===== config.mk =====
export PLATFORM = sky130hd
export DESIGN_NAME = id_ex_operand_stage
export DESIGN_NICKNAME = d
export VERILOG_FILES = /design/src/rtl/id_ex_operand_stage.sv
export SDC_FILE = /design/constraint.sdc
export NUM_CORES = 1
export LEC_CHECK = 0
export CAP_MARGIN = 0
export CORE_ASPECT_RATIO = 0.9
export CORE_MARGIN = 2
export CORE_UTILIZATION = 45
export CTS_CLUSTER_DIAMETER = 100
export DETAILED_ROUTE_END_ITERATION = 16
export GPL_ROUTABILITY_DRIVEN = 0
export PLACE_DENSITY_LB_ADDON = 0.3
export SYNTH_ARGS = -nofsm -noshare
export SYNTH_HDL_FRONTEND = slang
export SYNTH_SLANG_ARGS = --single-unit

===== constraint.sdc =====
create_clock -name clk -period 6.7 [get_ports clk]
set_clock_uncertainty 0.05 [all_clocks]
set_input_delay 1.34 -clock clk [delete_from_list [all_inputs] [get_ports clk]]
set_output_delay 1.34 -clock clk [all_outputs]
set_load 0.01 [all_outputs]

===== src/rtl/id_ex_operand_stage.sv =====
// ID/EX operand stage: registers decoded fields from ID, forwards results
// from MEM/WB into the ALU operands, and detects load-use hazards.
module id_ex_operand_stage #(
  parameter int unsigned DATA_W = 32,
  parameter int unsigned REG_AW = 5
) (
  input  logic              clk,
  input  logic              rst,
  input  logic              flush,
  input  logic              id_valid,
  input  logic [REG_AW-1:0] id_rs_addr,
  input  logic [REG_AW-1:0] id_rt_addr,
  input  logic [REG_AW-1:0] id_rd_addr,
  input  logic              id_uses_rs,
  input  logic              id_uses_rt,
  input  logic [DATA_W-1:0] id_rs_data,
  input  logic [DATA_W-1:0] id_rt_data,
  input  logic [15:0]       id_imm,
  input  logic [4:0]        id_shamt,
  input  logic              id_srca_sel,
  input  logic [1:0]        id_srcb_sel,
  input  logic [3:0]        id_aluc,
  input  logic              id_reg_we,
  input  logic              id_mem_read,
  input  logic              id_mem_write,
  input  logic              mem_reg_we,
  input  logic              mem_is_load,
  input  logic [REG_AW-1:0] mem_rd_addr,
  input  logic [DATA_W-1:0] mem_result,
  input  logic              wb_reg_we,
  input  logic [REG_AW-1:0] wb_rd_addr,
  input  logic [DATA_W-1:0] wb_data,
  output logic              ex_valid,
  output logic [DATA_W-1:0] ex_a,
  output logic [DATA_W-1:0] ex_b,
  output logic [3:0]        ex_aluc,
  output logic [REG_AW-1:0] ex_rd_addr,
  output logic              ex_reg_we,
  output logic              ex_mem_read,
  output logic              ex_mem_write,
  output logic [DATA_W-1:0] ex_store_data,
  output logic              stall
);

  logic              valid_q, valid_d;
  logic              reg_we_q, reg_we_d;
  logic              mem_read_q, mem_read_d;
  logic              mem_write_q, mem_write_d;
  logic [3:0]        aluc_q, aluc_d;
  logic [REG_AW-1:0] rd_q, rd_d;
  logic [REG_AW-1:0] rs_addr_q, rs_addr_d;
  logic [REG_AW-1:0] rt_addr_q, rt_addr_d;
  logic [DATA_W-1:0] rs_data_q, rs_data_d;
  logic [DATA_W-1:0] rt_data_q, rt_data_d;
  logic [15:0]       imm_q, imm_d;
  logic [4:0]        shamt_q, shamt_d;
  logic              srca_sel_q, srca_sel_d;
  logic [1:0]        srcb_sel_q, srcb_sel_d;

  logic              raw;
  logic [DATA_W-1:0] fwd_rs, fwd_rt;

  // Youngest producer wins; MEM loads are excluded because the load-use
  // stall guarantees the value has reached WB before it is consumed.
  function automatic logic [DATA_W-1:0] fwd(input logic [REG_AW-1:0] addr,
                                            input logic [DATA_W-1:0] reg_val);
    if (addr == '0) begin
      return reg_val;
    end else if (mem_reg_we && !mem_is_load && (mem_rd_addr == addr)) begin
      return mem_result;
    end else if (wb_reg_we && (wb_rd_addr == addr)) begin
      return wb_data;
    end
    return reg_val;
  endfunction

  // Load in EX whose destination is read by the instruction in ID.
  always_comb begin
    raw = id_valid & valid_q & mem_read_q & reg_we_q & (rd_q != '0) &
          ((id_uses_rs & (id_rs_addr == rd_q)) | (id_uses_rt & (id_rt_addr == rd_q)));
    stall = raw & ~flush;
  end

  // Next state: bubble on flush or load-use, otherwise capture ID with WB bypass.
  always_comb begin
    valid_d     = id_valid;
    reg_we_d    = id_valid & id_reg_we;
    mem_read_d  = id_valid & id_mem_read;
    mem_write_d = id_valid & id_mem_write;
    aluc_d      = id_aluc;
    rd_d        = id_rd_addr;
    rs_addr_d   = id_rs_addr;
    rt_addr_d   = id_rt_addr;
    rs_data_d   = (wb_reg_we && (wb_rd_addr != '0) && (wb_rd_addr == id_rs_addr)) ?
                  wb_data : id_rs_data;
    rt_data_d   = (wb_reg_we && (wb_rd_addr != '0) && (wb_rd_addr == id_rt_addr)) ?
                  wb_data : id_rt_data;
    imm_d       = id_imm;
    shamt_d     = id_shamt;
    srca_sel_d  = id_srca_sel;
    srcb_sel_d  = id_srcb_sel;
    if (flush || raw) begin
      valid_d     = 1'b0;
      reg_we_d    = 1'b0;
      mem_read_d  = 1'b0;
      mem_write_d = 1'b0;
      aluc_d      = '0;
      rd_d        = '0;
      rs_addr_d   = '0;
      rt_addr_d   = '0;
      rs_data_d   = '0;
      rt_data_d   = '0;
      imm_d       = '0;
      shamt_d     = '0;
      srca_sel_d  = 1'b0;
      srcb_sel_d  = '0;
    end
  end

  // Pipeline register with synchronous reset.
  always_ff @(posedge clk) begin
    if (rst) begin
      valid_q     <= 1'b0;
      reg_we_q    <= 1'b0;
      mem_read_q  <= 1'b0;
      mem_write_q <= 1'b0;
      aluc_q      <= '0;
      rd_q        <= '0;
      rs_addr_q   <= '0;
      rt_addr_q   <= '0;
      rs_data_q   <= '0;
      rt_data_q   <= '0;
      imm_q       <= '0;
      shamt_q     <= '0;
      srca_sel_q  <= 1'b0;
      srcb_sel_q  <= '0;
    end else begin
      valid_q     <= valid_d;
      reg_we_q    <= reg_we_d;
      mem_read_q  <= mem_read_d;
      mem_write_q <= mem_write_d;
      aluc_q      <= aluc_d;
      rd_q        <= rd_d;
      rs_addr_q   <= rs_addr_d;
      rt_addr_q   <= rt_addr_d;
      rs_data_q   <= rs_data_d;
      rt_data_q   <= rt_data_d;
      imm_q       <= imm_d;
      shamt_q     <= shamt_d;
      srca_sel_q  <= srca_sel_d;
      srcb_sel_q  <= srcb_sel_d;
    end
  end

  // Forwarded operands and ALU source selection.
  always_comb begin
    fwd_rs = fwd(rs_addr_q, rs_data_q);
    fwd_rt = fwd(rt_addr_q, rt_data_q);
    ex_a   = srca_sel_q ? {{(DATA_W-5){1'b0}}, shamt_q} : fwd_rs;
    case (srcb_sel_q)
      2'd0:    ex_b = fwd_rt;
      2'd1:    ex_b = {{(DATA_W-16){imm_q[15]}}, imm_q};
      2'd2:    ex_b = {{(DATA_W-16){1'b0}}, imm_q};
      default: ex_b = '0;
    endcase
    ex_store_data = fwd_rt;
    ex_valid      = valid_q;
    ex_reg_we     = reg_we_q;
    ex_mem_read   = mem_read_q;
    ex_mem_write  = mem_write_q;
    ex_aluc       = aluc_q;
    ex_rd_addr    = rd_q;
  end

endmodule


==> results.yml <==
worst_setup_path:
  crit_fanout: 39
  critPathBufInv: 4
  cpLargestDelayFamily: "buffers and inverters"
  crit_arrival_ns: 4.26
  crit_slowest_cell: "clkdlybuf4s50_1"
  cp-end-kind: "primary output"
  crit_chain: "clkdlybuf4s50_1 -> xor2_1 -> nor4_2 -> nand3_2 -> buf_4 -> a21oi_4 -> buf_4 -> nor2_1 -> a211oi_1 -> clkdlybuf4s50_1"
  critPathMaxStageDelay_ns: 0.58
  path_class: "in2out"
  cp.required_ns: 5.31
  worst_setup_path_start_kind: "input port"
cts:
  cts.sinks: 111
  ctsLongestPathBuffers: 2
  clockRootBuffer: "clkbuf_16"
  ctsHtreeMaxLevel: 3
  cts_tree: "done"
  insertion_delay_ns: 0.35
  clk_pin_slew_worst_paths_ns: 0.08
  postCtsHoldBufs: 0
  cts_made_buffers: 9
  ctsResizeCount: 0
  postCtsSetupBuffers: 0
die:
  die-area_mm2: 0.0152
  dieHeight_um: 117
  start_util_pct: 45.8
  pin_count: 303
  core-area_mm2: 0.0140
  die_w_um: 130
  core.rowCount: 41
logic_synthesis:
  yosysWarnings: 0
  syn_nets: 946
  synth_edf_count: 0
  async_reset_ff_share_pct: 0
  ys_seq_elements: 111
  seq_area_frac_synth_pct: 34.8
  syn_area_per_cell_um2: 8.48
  synth_ff_type: "dfxtp_1"
  yosysUniqueCellTypes: 45
  syn-cell-area_mm2: 0.00638
  syn_inst: 753
drt:
  drt_iter0_markers: 367
  wl_per_cell_um: 19.3
  drt_pass1_iterations: 5
  ant_nets: 0
  routed_wl_um: 23400
  drc: 0
  vias: 6657
  viasPerCell: 5.48
power_and_ir_drop:
  power_density_mw_per_mm2: 171
  p_total_mw: 1.66
  leakage_nw: 3.90
  vdd_ir_drop_max_v: 0.000127
cells_and_area:
  syn2layout_area_growth_pct: 51.8
  fill_cells: 1150
  final_nets: 1209
  drive_gt1_share_pct: 6.46
  diodes: 0
  final_cells: 1214
  final_design_area_no_fill_mm2: 0.00969
global_routing:
  globalRouteMet1Util_pct: 35.7
  grt_remaining_overflow: 0
  grt_pass1_vias: 6553
  grt_max_degree: 54
  use_met2_pct: 51.6
  antenna_found_initial: 0
  grt-busiest-layer: "met2"
  use_met3_pct: 8.00
  grt_usage_pct: 29.7
  grt_pass1_wl_um: 34900
placement:
  hpwl_um: 17200
  portBuffers: 302
  place_inst: 1198
  dpl_cell_area_mm2: 0.00938
  pre_cts_slack_ns: 1.04
timing:
  hold_viol_final: 0
  setup_ws_ns: 1.05
  setup_violations: 0
  finalCriticalPeriod_ns: 5.65
  fin_crit_sh_pct: 84.4
  maxSlewHeadroom_pct: 20.2
  finalMaxSlewViolations: 0
  worst_pin_slew_ns: 1.19
  fmax_mhz: 177
  rsz0062_at_grt: "no"
  final.setup.tns_ns: 0
flow_run:
  cap_viol_max_count: 0
outcome:
  status: "completed"
hold_path:
  hold_path_class: "reg2reg"
-- power by group --
part	total [mW]	switching, mW	internal [mW]
Sequential	0.703	0.0162	0.687
Combinational	0.396	0.174	0.221
Clock	0.561	0.256	0.305
Total	1.66	0.447	1.21
-- stage by stage --
stage	hold slack, ns	utilization, %
after CTS	0.997	69.5
after floorplan	0.749	-
after detailed placement	0.981	67.2
final	1.00	69.5
after global placement	0.963	67.2
after global routing	1.07	69.5
-- routing by layer --
layer / wire length (µm) / part of all wire [%]
met5: 0 / 0
met4: 605 / 2.6
met3: 2300 / 9.8
met2: 11100 / 48
met1: 9370 / 40
-- cells in the mapped netlist, drive strengths merged, types with 5 or more instances --
cell type,n,area share [%]
xor2,20,2.7
a21oi,31,2.6
and2,7,0.69
or3,5,0.49
inv,16,0.94
nand3,7,0.63
nand2,43,2.6
nor4,6,1.3
a22oi,16,1.9
xnor2,20,2.7
o21ai,33,2.6
o31ai,10,1.3
and3,44,4.3
mux2i,91,14
a211o,18,2.5
nor2,136,8.1
a211oi,28,4.7
o22ai,30,2.9
clkbuf,22,1.3
buf,43,4.7
dfxtp,111,35
-- area by class of cell --
class	count	area (µm²)	area share, %
repair buffers	317	3140	32.4
clock buffers	11	243	2.50
inverters	16	60.1	0.620
multi-input cells	561	3720	38.4
flip-flops and latches	111	2220	22.9
well taps	193	241	2.49
clock inverters	5	66.3	0.684
-- flip-flops by register name, summed over array words and instances (netlist names) --
name          cells
ex_valid          1
ex_mem_read       1
ex_reg_we         1
rs_addr_q         5
ex_mem_write      1
ex_rd_addr        5
rt_addr_q         5
ex_aluc           4
srcb_sel_q        2
shamt_q           5
imm_q            16
srca_sel_q        1
rs_data_q        32
rt_data_q        32
-- cells by family after synthesis --
family | count (synthesis) | share of synthesized area, %
xor+xnor | 40 | 5.49
flops | 111 | 34.8
buf+inv | 81 | 6.98
simple gates | 261 | 19.5
compound gates | 169 | 19.0
mux | 91 | 14.3
-- final timing paths --
kind | startpoint | endpoint | slack, ns | depth (start not counted)
min reg2reg | ex_valid | srca_sel_q | 1.00 | 4
min | ex_valid | srca_sel_q | 1.00 | 4
max reg2reg | ex_rd_addr[4] | rt_data_q[30] | 3.82 | 8
max | mem_rd_addr[0] | ex_a[14] | 1.05 | 10
-- cell usage in the layout (no fill, tap or decap), types with 16 or more instances in the layout --
cell type	n
clkdlybuf4s50_1	302
nor2_1	133
dfxtp_1	110
mux2i_1	91
and3_1	44
nand2_1	41
o22ai_1	30
a21oi_1	30
xnor2_1	20
o21ai_0	20
xor2_1	20
a211o_1	18
a211oi_2	18
a22oi_1	16
inv_1	16
-- tightest hold or removal path: stages, from the launching register on --
cell	delay [ns]
dfxtp_1	0.32
nand4_1	0.08
a211o_1	0.10
buf_4	0.33
and3_1	0.20
Note: power is estimated with default switching activity, not from simulation.
